<file path="src/rtl/goal_pkg.sv">
// Shared types and widths for the goal sequencer and its zone detectors.
package goal_pkg;

    localparam int unsigned COORD_W = 10;
    localparam int unsigned CMP_W   = 11;
    localparam int unsigned SCORE_W = 4;
    localparam int unsigned DEB_W   = 3;

    typedef enum logic [1:0] {
        PLAY      = 2'd0,
        GOAL      = 2'd1,
        RESPAWN   = 2'd2,
        GAME_OVER = 2'd3
    } state_t;

    typedef logic [SCORE_W-1:0] score_t;

    typedef enum logic {
        SIDE_LEFT  = 1'b0,
        SIDE_RIGHT = 1'b1
    } side_t;

    // Zero-extend a screen coordinate so sums and differences cannot wrap.
    function automatic logic [CMP_W-1:0] widen(input logic [COORD_W-1:0] v);
        return CMP_W'(v);
    endfunction

endpackage

</file>
<file path="src/rtl/goal_zone_detect.sv">
// Combinational in-goal test of the ball against one goal-post box.
module goal_zone_detect
    import goal_pkg::*;
(
    input  logic [COORD_W-1:0] ball_x,
    input  logic [COORD_W-1:0] ball_y,
    input  logic [COORD_W-1:0] ball_s,
    input  logic [COORD_W-1:0] box_x,
    input  logic [COORD_W-1:0] box_y,
    input  logic [COORD_W-1:0] box_sx,
    input  logic [COORD_W-1:0] box_sy,
    output logic               in_goal
);

    logic [CMP_W-1:0] top;
    logic [CMP_W-1:0] right_edge;

    // Crossbar height saturates at screen top; centre inside mouth and ball fully below the bar.
    always_comb begin
        top        = (widen(box_y) >= widen(box_sy)) ? (widen(box_y) - widen(box_sy)) : '0;
        right_edge = widen(box_x) + widen(box_sx);
        in_goal    = (widen(ball_x) >= widen(box_x))
                  && (widen(ball_x) <  right_edge)
                  && (widen(ball_y) <= widen(box_y))
                  && (widen(ball_y) >  (top + widen(ball_s)));
    end

endmodule

</file>
<file path="src/rtl/goal_controller.sv">
// Per-frame match sequencer: goal debounce, scoring, celebration freeze, round reset, game over.
// Optional build macro GOAL_FREEZE_EN: when defined, GOAL holds for FREEZE_FRAMES frames;
// otherwise GOAL lasts a single frame and no freeze counter is built.
module goal_controller
    import goal_pkg::*;
#(
    parameter int unsigned WIN_SCORE     = 5,
    parameter int unsigned FREEZE_FRAMES = 120,
    parameter int unsigned DEBOUNCE      = 2
) (
    input  logic               frame_clk,
    input  logic               Reset,
    input  logic               Start,
    input  logic [COORD_W-1:0] BallX,
    input  logic [COORD_W-1:0] BallY,
    input  logic [COORD_W-1:0] BallS,
    input  logic [COORD_W-1:0] LGoalX,
    input  logic [COORD_W-1:0] LGoalY,
    input  logic [COORD_W-1:0] LGoalSX,
    input  logic [COORD_W-1:0] LGoalSY,
    input  logic [COORD_W-1:0] RGoalX,
    input  logic [COORD_W-1:0] RGoalY,
    input  logic [COORD_W-1:0] RGoalSX,
    input  logic [COORD_W-1:0] RGoalSY,
    output logic [SCORE_W-1:0] ScoreL,
    output logic [SCORE_W-1:0] ScoreR,
    output logic               Freeze,
    output logic               RoundReset,
    output logic               GameOver,
    output logic               Winner,
    output logic [1:0]         State
);

    // Reject out-of-range configurations at elaboration.
    if (WIN_SCORE < 1 || WIN_SCORE > 15 || DEBOUNCE < 1 || DEBOUNCE > 7 || FREEZE_FRAMES < 1)
    begin : g_bad_cfg
        $error("goal_controller: parameter out of range");
    end

    state_t             state_q, state_n;
    logic [DEB_W-1:0]   deb_q, deb_n;
    side_t              prev_q, prev_n;
    side_t              side_q, side_n;
    side_t              winner_q, winner_n;
    score_t             score_l_q, score_l_n;
    score_t             score_r_q, score_r_n;
    logic               freeze_q, freeze_d;
    logic               round_reset_q, round_reset_d;
    logic               game_over_q, game_over_d;
    logic               in_l, in_r;
    logic               one_hit;
    side_t              hit_box;
    side_t              scorer;
    logic               goal_done;

`ifdef GOAL_FREEZE_EN
    localparam int unsigned FRZ_W = (FREEZE_FRAMES > 1) ? $clog2(FREEZE_FRAMES) : 1;
    logic [FRZ_W-1:0]   frz_q, frz_n;
`endif

    goal_zone_detect u_left (
        .ball_x  (BallX),
        .ball_y  (BallY),
        .ball_s  (BallS),
        .box_x   (LGoalX),
        .box_y   (LGoalY),
        .box_sx  (LGoalSX),
        .box_sy  (LGoalSY),
        .in_goal (in_l)
    );

    goal_zone_detect u_right (
        .ball_x  (BallX),
        .ball_y  (BallY),
        .ball_s  (BallS),
        .box_x   (RGoalX),
        .box_y   (RGoalY),
        .box_sx  (RGoalSX),
        .box_sy  (RGoalSY),
        .in_goal (in_r)
    );

    // State, datapath and registered outputs.
    always_ff @(posedge frame_clk or posedge Reset) begin
        if (Reset) begin
            state_q       <= PLAY;
            deb_q         <= '0;
            prev_q        <= SIDE_LEFT;
            side_q        <= SIDE_LEFT;
            winner_q      <= SIDE_LEFT;
            score_l_q     <= '0;
            score_r_q     <= '0;
            freeze_q      <= 1'b0;
            round_reset_q <= 1'b0;
            game_over_q   <= 1'b0;
`ifdef GOAL_FREEZE_EN
            frz_q         <= '0;
`endif
        end else begin
            state_q       <= state_n;
            deb_q         <= deb_n;
            prev_q        <= prev_n;
            side_q        <= side_n;
            winner_q      <= winner_n;
            score_l_q     <= score_l_n;
            score_r_q     <= score_r_n;
            freeze_q      <= freeze_d;
            round_reset_q <= round_reset_d;
            game_over_q   <= game_over_d;
`ifdef GOAL_FREEZE_EN
            frz_q         <= frz_n;
`endif
        end
    end

    // Next state: debounce in PLAY, timed celebration in GOAL, win check, restart.
    always_comb begin
        state_n   = state_q;
        deb_n     = deb_q;
        prev_n    = prev_q;
        side_n    = side_q;
        winner_n  = winner_q;
        score_l_n = score_l_q;
        score_r_n = score_r_q;
        one_hit   = in_l ^ in_r;
        hit_box   = in_r ? SIDE_RIGHT : SIDE_LEFT;
        scorer    = in_r ? SIDE_LEFT : SIDE_RIGHT;
        goal_done = 1'b0;
`ifdef GOAL_FREEZE_EN
        frz_n     = frz_q;
`endif
        unique case (state_q)
            PLAY: begin
                if (one_hit) begin
                    deb_n  = (deb_q != '0 && prev_q == hit_box) ? (deb_q + DEB_W'(1)) : DEB_W'(1);
                    prev_n = hit_box;
                end else begin
                    deb_n  = '0;
                end
                if (one_hit && deb_n == DEB_W'(DEBOUNCE)) begin
                    deb_n   = '0;
                    side_n  = scorer;
                    state_n = GOAL;
                    if (scorer == SIDE_LEFT) begin
                        score_l_n = (score_l_q == '1) ? score_l_q : score_l_q + SCORE_W'(1);
                    end else begin
                        score_r_n = (score_r_q == '1) ? score_r_q : score_r_q + SCORE_W'(1);
                    end
`ifdef GOAL_FREEZE_EN
                    frz_n = FRZ_W'(FREEZE_FRAMES - 1);
`endif
                end
            end
            GOAL: begin
`ifdef GOAL_FREEZE_EN
                if (frz_q == '0) begin
                    goal_done = 1'b1;
                end else begin
                    frz_n = frz_q - FRZ_W'(1);
                end
`else
                goal_done = 1'b1;
`endif
                if (goal_done) begin
                    if (((side_q == SIDE_LEFT) ? score_l_q : score_r_q) == SCORE_W'(WIN_SCORE)) begin
                        state_n  = GAME_OVER;
                        winner_n = side_q;
                    end else begin
                        state_n  = RESPAWN;
                    end
                end
            end
            RESPAWN: begin
                deb_n   = '0;
                state_n = PLAY;
            end
            GAME_OVER: begin
                if (Start) begin
                    score_l_n = '0;
                    score_r_n = '0;
                    winner_n  = SIDE_LEFT;
                    state_n   = RESPAWN;
                end
            end
            default: state_n = PLAY;
        endcase
    end

    // Output decode from the upcoming state so every output comes straight off a flop.
    always_comb begin
        freeze_d      = 1'b0;
        round_reset_d = 1'b0;
        game_over_d   = 1'b0;
        freeze_d      = (state_n != PLAY);
        round_reset_d = (state_n == RESPAWN);
        game_over_d   = (state_n == GAME_OVER);
    end

    assign ScoreL     = score_l_q;
    assign ScoreR     = score_r_q;
    assign Freeze     = freeze_q;
    assign RoundReset = round_reset_q;
    assign GameOver   = game_over_q;
    assign Winner     = winner_q;
    assign State      = state_q;

endmodule

</file>
<file path="config.mk">
export PLATFORM = sky130hd
export DESIGN_NAME = goal_controller
export DESIGN_NICKNAME = d
export VERILOG_FILES = /design/src/rtl/goal_pkg.sv /design/src/rtl/goal_zone_detect.sv /design/src/rtl/goal_controller.sv
export SDC_FILE = /design/constraint.sdc
export NUM_CORES = 1
export LEC_CHECK = 0
export ABC_AREA = 1
export CAP_MARGIN = 10
export CORE_AREA = 2 2 127 129
export DETAILED_ROUTE_END_ITERATION = 8
export DIE_AREA = 0 0 129 131
export PLACE_DENSITY = 0.73
export SLEW_MARGIN = 30
export SYNTH_ARGS = -nofsm -noshare
export SYNTH_HDL_FRONTEND = slang
export SYNTH_HIERARCHICAL = 1
export SYNTH_SLANG_ARGS = --single-unit
</file>
<file path="constraint.sdc">
create_clock -name frame_clk -period 1.8 [get_ports frame_clk]
set_input_delay 0.27 -clock frame_clk [delete_from_list [all_inputs] [get_ports frame_clk]]
set_output_delay 0.27 -clock frame_clk [all_outputs]
set_load 0.01 [all_outputs]
</file>
==> reports/metrics.cfg <==
[cells_and_area]
area_growth_pct = 67.5
nets = 1536
drive_gt1_share_pct = 35.9
fin_util_pct = 64.3
stdcell_area_um2 = 10000
diodes = 0

[synthesis]
synth_top_cell_area_share_pct = 29.7
synth_area_um2 = 5990
yosysWarnings = 6
synth_commonest_cells = 239 x nand2_1, 160 x inv_1, 142 x ha_1
synth_seq_cells = 19
synth_cells = 936
async_reset_ff_share_pct = 100
synth_flop_cell = dfrtp_1
yosysMostFrequentCell = nand2_1
synth_nets = 1197
syn_area_per_cell_um2 = 6.40
synth_area_leaders = ha_1 30%, nand2_1 15%, inv_1 10%
synth_edf_count = 0
synth_top_cell_by_area = ha_1
ys_seq_area_share_pct = 7.94
yosysUniqueCellTypes = 37

[route]
dr.first_iter.drc_count = 319
drt-total-wl_um = 20600
dr.pass1.iters = 7
drc_errors = 0
post_drt_wl_per_cell_um = 13.9
ant_nets = 0
via_count = 7390
routed_via_density = 4.96

[place]
port_buffers = 126
pre_cts_slack_ns = -3.11
placed_area_um2 = 8960
hpwl_um = 15100
gp_congestion = 0.919

[worst_setup_path]
endpoint = ScoreR[3]
reg2reg_depth = 7
critPathMaxFanout = 6
reg2reg_slack_ns = 0.10
rr_startpoint = deb_q[0]
slowest_delay_ns = 0.30
reg2reg_to = ScoreR[3]
cp_common_cell = nand2_2
cp.arrival_ns = 4.36
crit_path_end_kind = flip-flop
startpoint_type = primary input
cp_slowest_cell = ha_1
critPathLaunch = RGoalSY[9]
critPathKind = primary input to flip-flop
critPathRequiredTime_ns = 1.94

[sta]
clock_skew_ns = 0.00150
max_slew_margin_pct = 69.9
tns_ns = -37.55
worst_pin_slew_ns = 0.450
final-setup-viol-count = 16
hold_violations = 0
finalCritPeriodShare_pct = 234
period_minus_slack_ns = 4.22
fin_ws_ns = -2.42
fmax_mhz = 237
rsz0062_at_grt = yes
slew_viol_final = 0

[global_routing]
grt_overflow = 0
grt_pass1_vias = 7226
antenna_found_initial = 0
grt_use_total_pct = 21.8
grt_pass1_wl_um = 30400
grt_max_degree = 20

[floorplanning]
fp.dieH_um = 131
ioPinCount = 127
die_area_um2 = 16900
die_w_um = 129
rows = 46
initial_utilization_pct = 38.4
core_um2 = 15600

[power]
p_per_area_nw_per_um2 = 505
power_mw = 5.07
ir_worst_vdd_uv = 291
power_leakage_nw = 5.32

[status]
violations = setup timing
status = finished, violations left

[clock_network]
path_clk_slew_ns = 0.05
clk_path_buf_depth = 2
htree_num_levels = 1
clockRootBuffer = clkbuf_16
cts_tree = built
clkSinkCount = 19
clock_latency_ns = 0.25
cts_buffers = 3

[job]
max-cap-violations = 0

[min_path]
hold_path_class = primary input to async pin

sequential cells by signal, indices dropped and copies added, names as in the netlist:
register / flops
Winner: 1
deb_q: 3
State: 2
ScoreR: 4
GameOver: 1
prev_q: 1
Freeze: 1
ScoreL: 4
RoundReset: 1
side_q: 1
worst max-delay path: cells and delay by family:
family                     cells  cell delay (ns)
AOI/OAI and AO/OA              2             0.32
xor gates and xnor gates       1             0.15
adders and majority gates      3             0.86
buffers and inverters          7             0.56
and+or+nand+nor               23             2.19
layout by cell type (no fill, tap or decap), types with 3 or more instances in the layout:
| master | synthesis | routed |
|---|---|---|
| a21o_1 | 10 | 10 |
| a21oi_1 | 66 | 45 |
| a21oi_2 | 0 | 19 |
| a21oi_4 | 1 | 3 |
| a31oi_1 | 6 | 5 |
| and3_1 | 4 | 4 |
| buf_2 | 0 | 12 |
| buf_4 | 0 | 201 |
| buf_6 | 0 | 14 |
| clkbuf_16 | 0 | 3 |
| clkbuf_2 | 0 | 14 |
| clkdlybuf4s15_1 | 0 | 6 |
| clkdlybuf4s50_1 | 0 | 86 |
| dfrtp_1 | 19 | 19 |
| fa_2 | 0 | 4 |
| ha_1 | 142 | 111 |
| ha_4 | 0 | 29 |
| inv_1 | 160 | 132 |
| inv_2 | 4 | 25 |
| inv_4 | 0 | 5 |
| nand2_1 | 239 | 186 |
| nand2_2 | 9 | 51 |
| nand2_4 | 5 | 15 |
| nand3_1 | 52 | 44 |
| nand3_2 | 1 | 7 |
| nand4_1 | 7 | 7 |
| nor2_1 | 94 | 75 |
| nor2_2 | 3 | 14 |
| nor2_4 | 5 | 13 |
| nor3b_1 | 3 | 3 |
| o21a_1 | 4 | 4 |
| o21ai_0 | 21 | 14 |
| o21ai_1 | 1 | 4 |
| o21ai_2 | 0 | 4 |
| o21bai_1 | 8 | 8 |
| xnor2_1 | 12 | 12 |
| xor2_1 | 33 | 29 |
| xor2_2 | 0 | 4 |
cell families (layout without fill, tap and decap cells):
family / after synthesis / in the layout / share of synthesized area, %
compound gates: 125 / 125 / 12.0
xor+xnor: 45 / 45 / 6.58
fa+ha+maj: 148 / 148 / 31.7
buf+inv: 165 / 503 / 10.3
flops: 19 / 19 / 7.94
simple gates: 434 / 434 / 31.5
layer usage:
metal,wire length [um],GRT usage [%]
met1,8520,25.4
met2,10400,42.5
met3,860,1.51
met4,898,6.07
met5,0,0
final cells by class:
type                    instances  area, um^2
well taps                     216         270
repair buffers                335        2750
flip-flops and latches         19         475
inverters                     164         648
fillers                      1285        5560
clock buffers                   4        78.8
multi-input cells             752        5810
worst min-delay path by stage:
| stage | start | to | slack, ns | cells past startpoint |
|---|---|---|---|---|
| floorplan | Reset | Freeze | 0.22 | 1 |
| global placement | prev_q | prev_q | 0.50 | 2 |
| detailed placement | prev_q | prev_q | 0.51 | 2 |
| CTS | Reset | ScoreR[2] | 0.38 | 3 |
| global route | Reset | deb_q[0] | 0.40 | 3 |
| finish | Reset | RoundReset | 0.37 | 3 |
timing repair:
| item | in CTS | in global routing |
|---|---|---|
| pin swaps | 107 | 104 |
| setup endpoints to repair | 16 | 16 |
| hold buffers | 0 | 0 |
| gates resized for setup | 195 | 131 |
| setup buffers | 39 | 16 |
| cloned | 0 | 0 |
where the power goes:
group          switching [mW]  total, mW  internal [mW]  leakage, nW
combinational            2.12       4.16           2.04         5.03
clock                   0.148      0.449          0.301       0.0382
sequential             0.0178      0.463          0.446        0.260
total                    2.28       5.07           2.79         5.32
through the flow:
step / hold WS (ns) / cells
finish: 0.369 / 1490
global route: 0.402 / 1490
CTS: 0.383 / 1475
detailed placement: 0.514 / 1432
global placement: 0.497 / 1432
floorplan: 0.221 / 936
No activity file was read; power rests on OpenSTA's default activity.
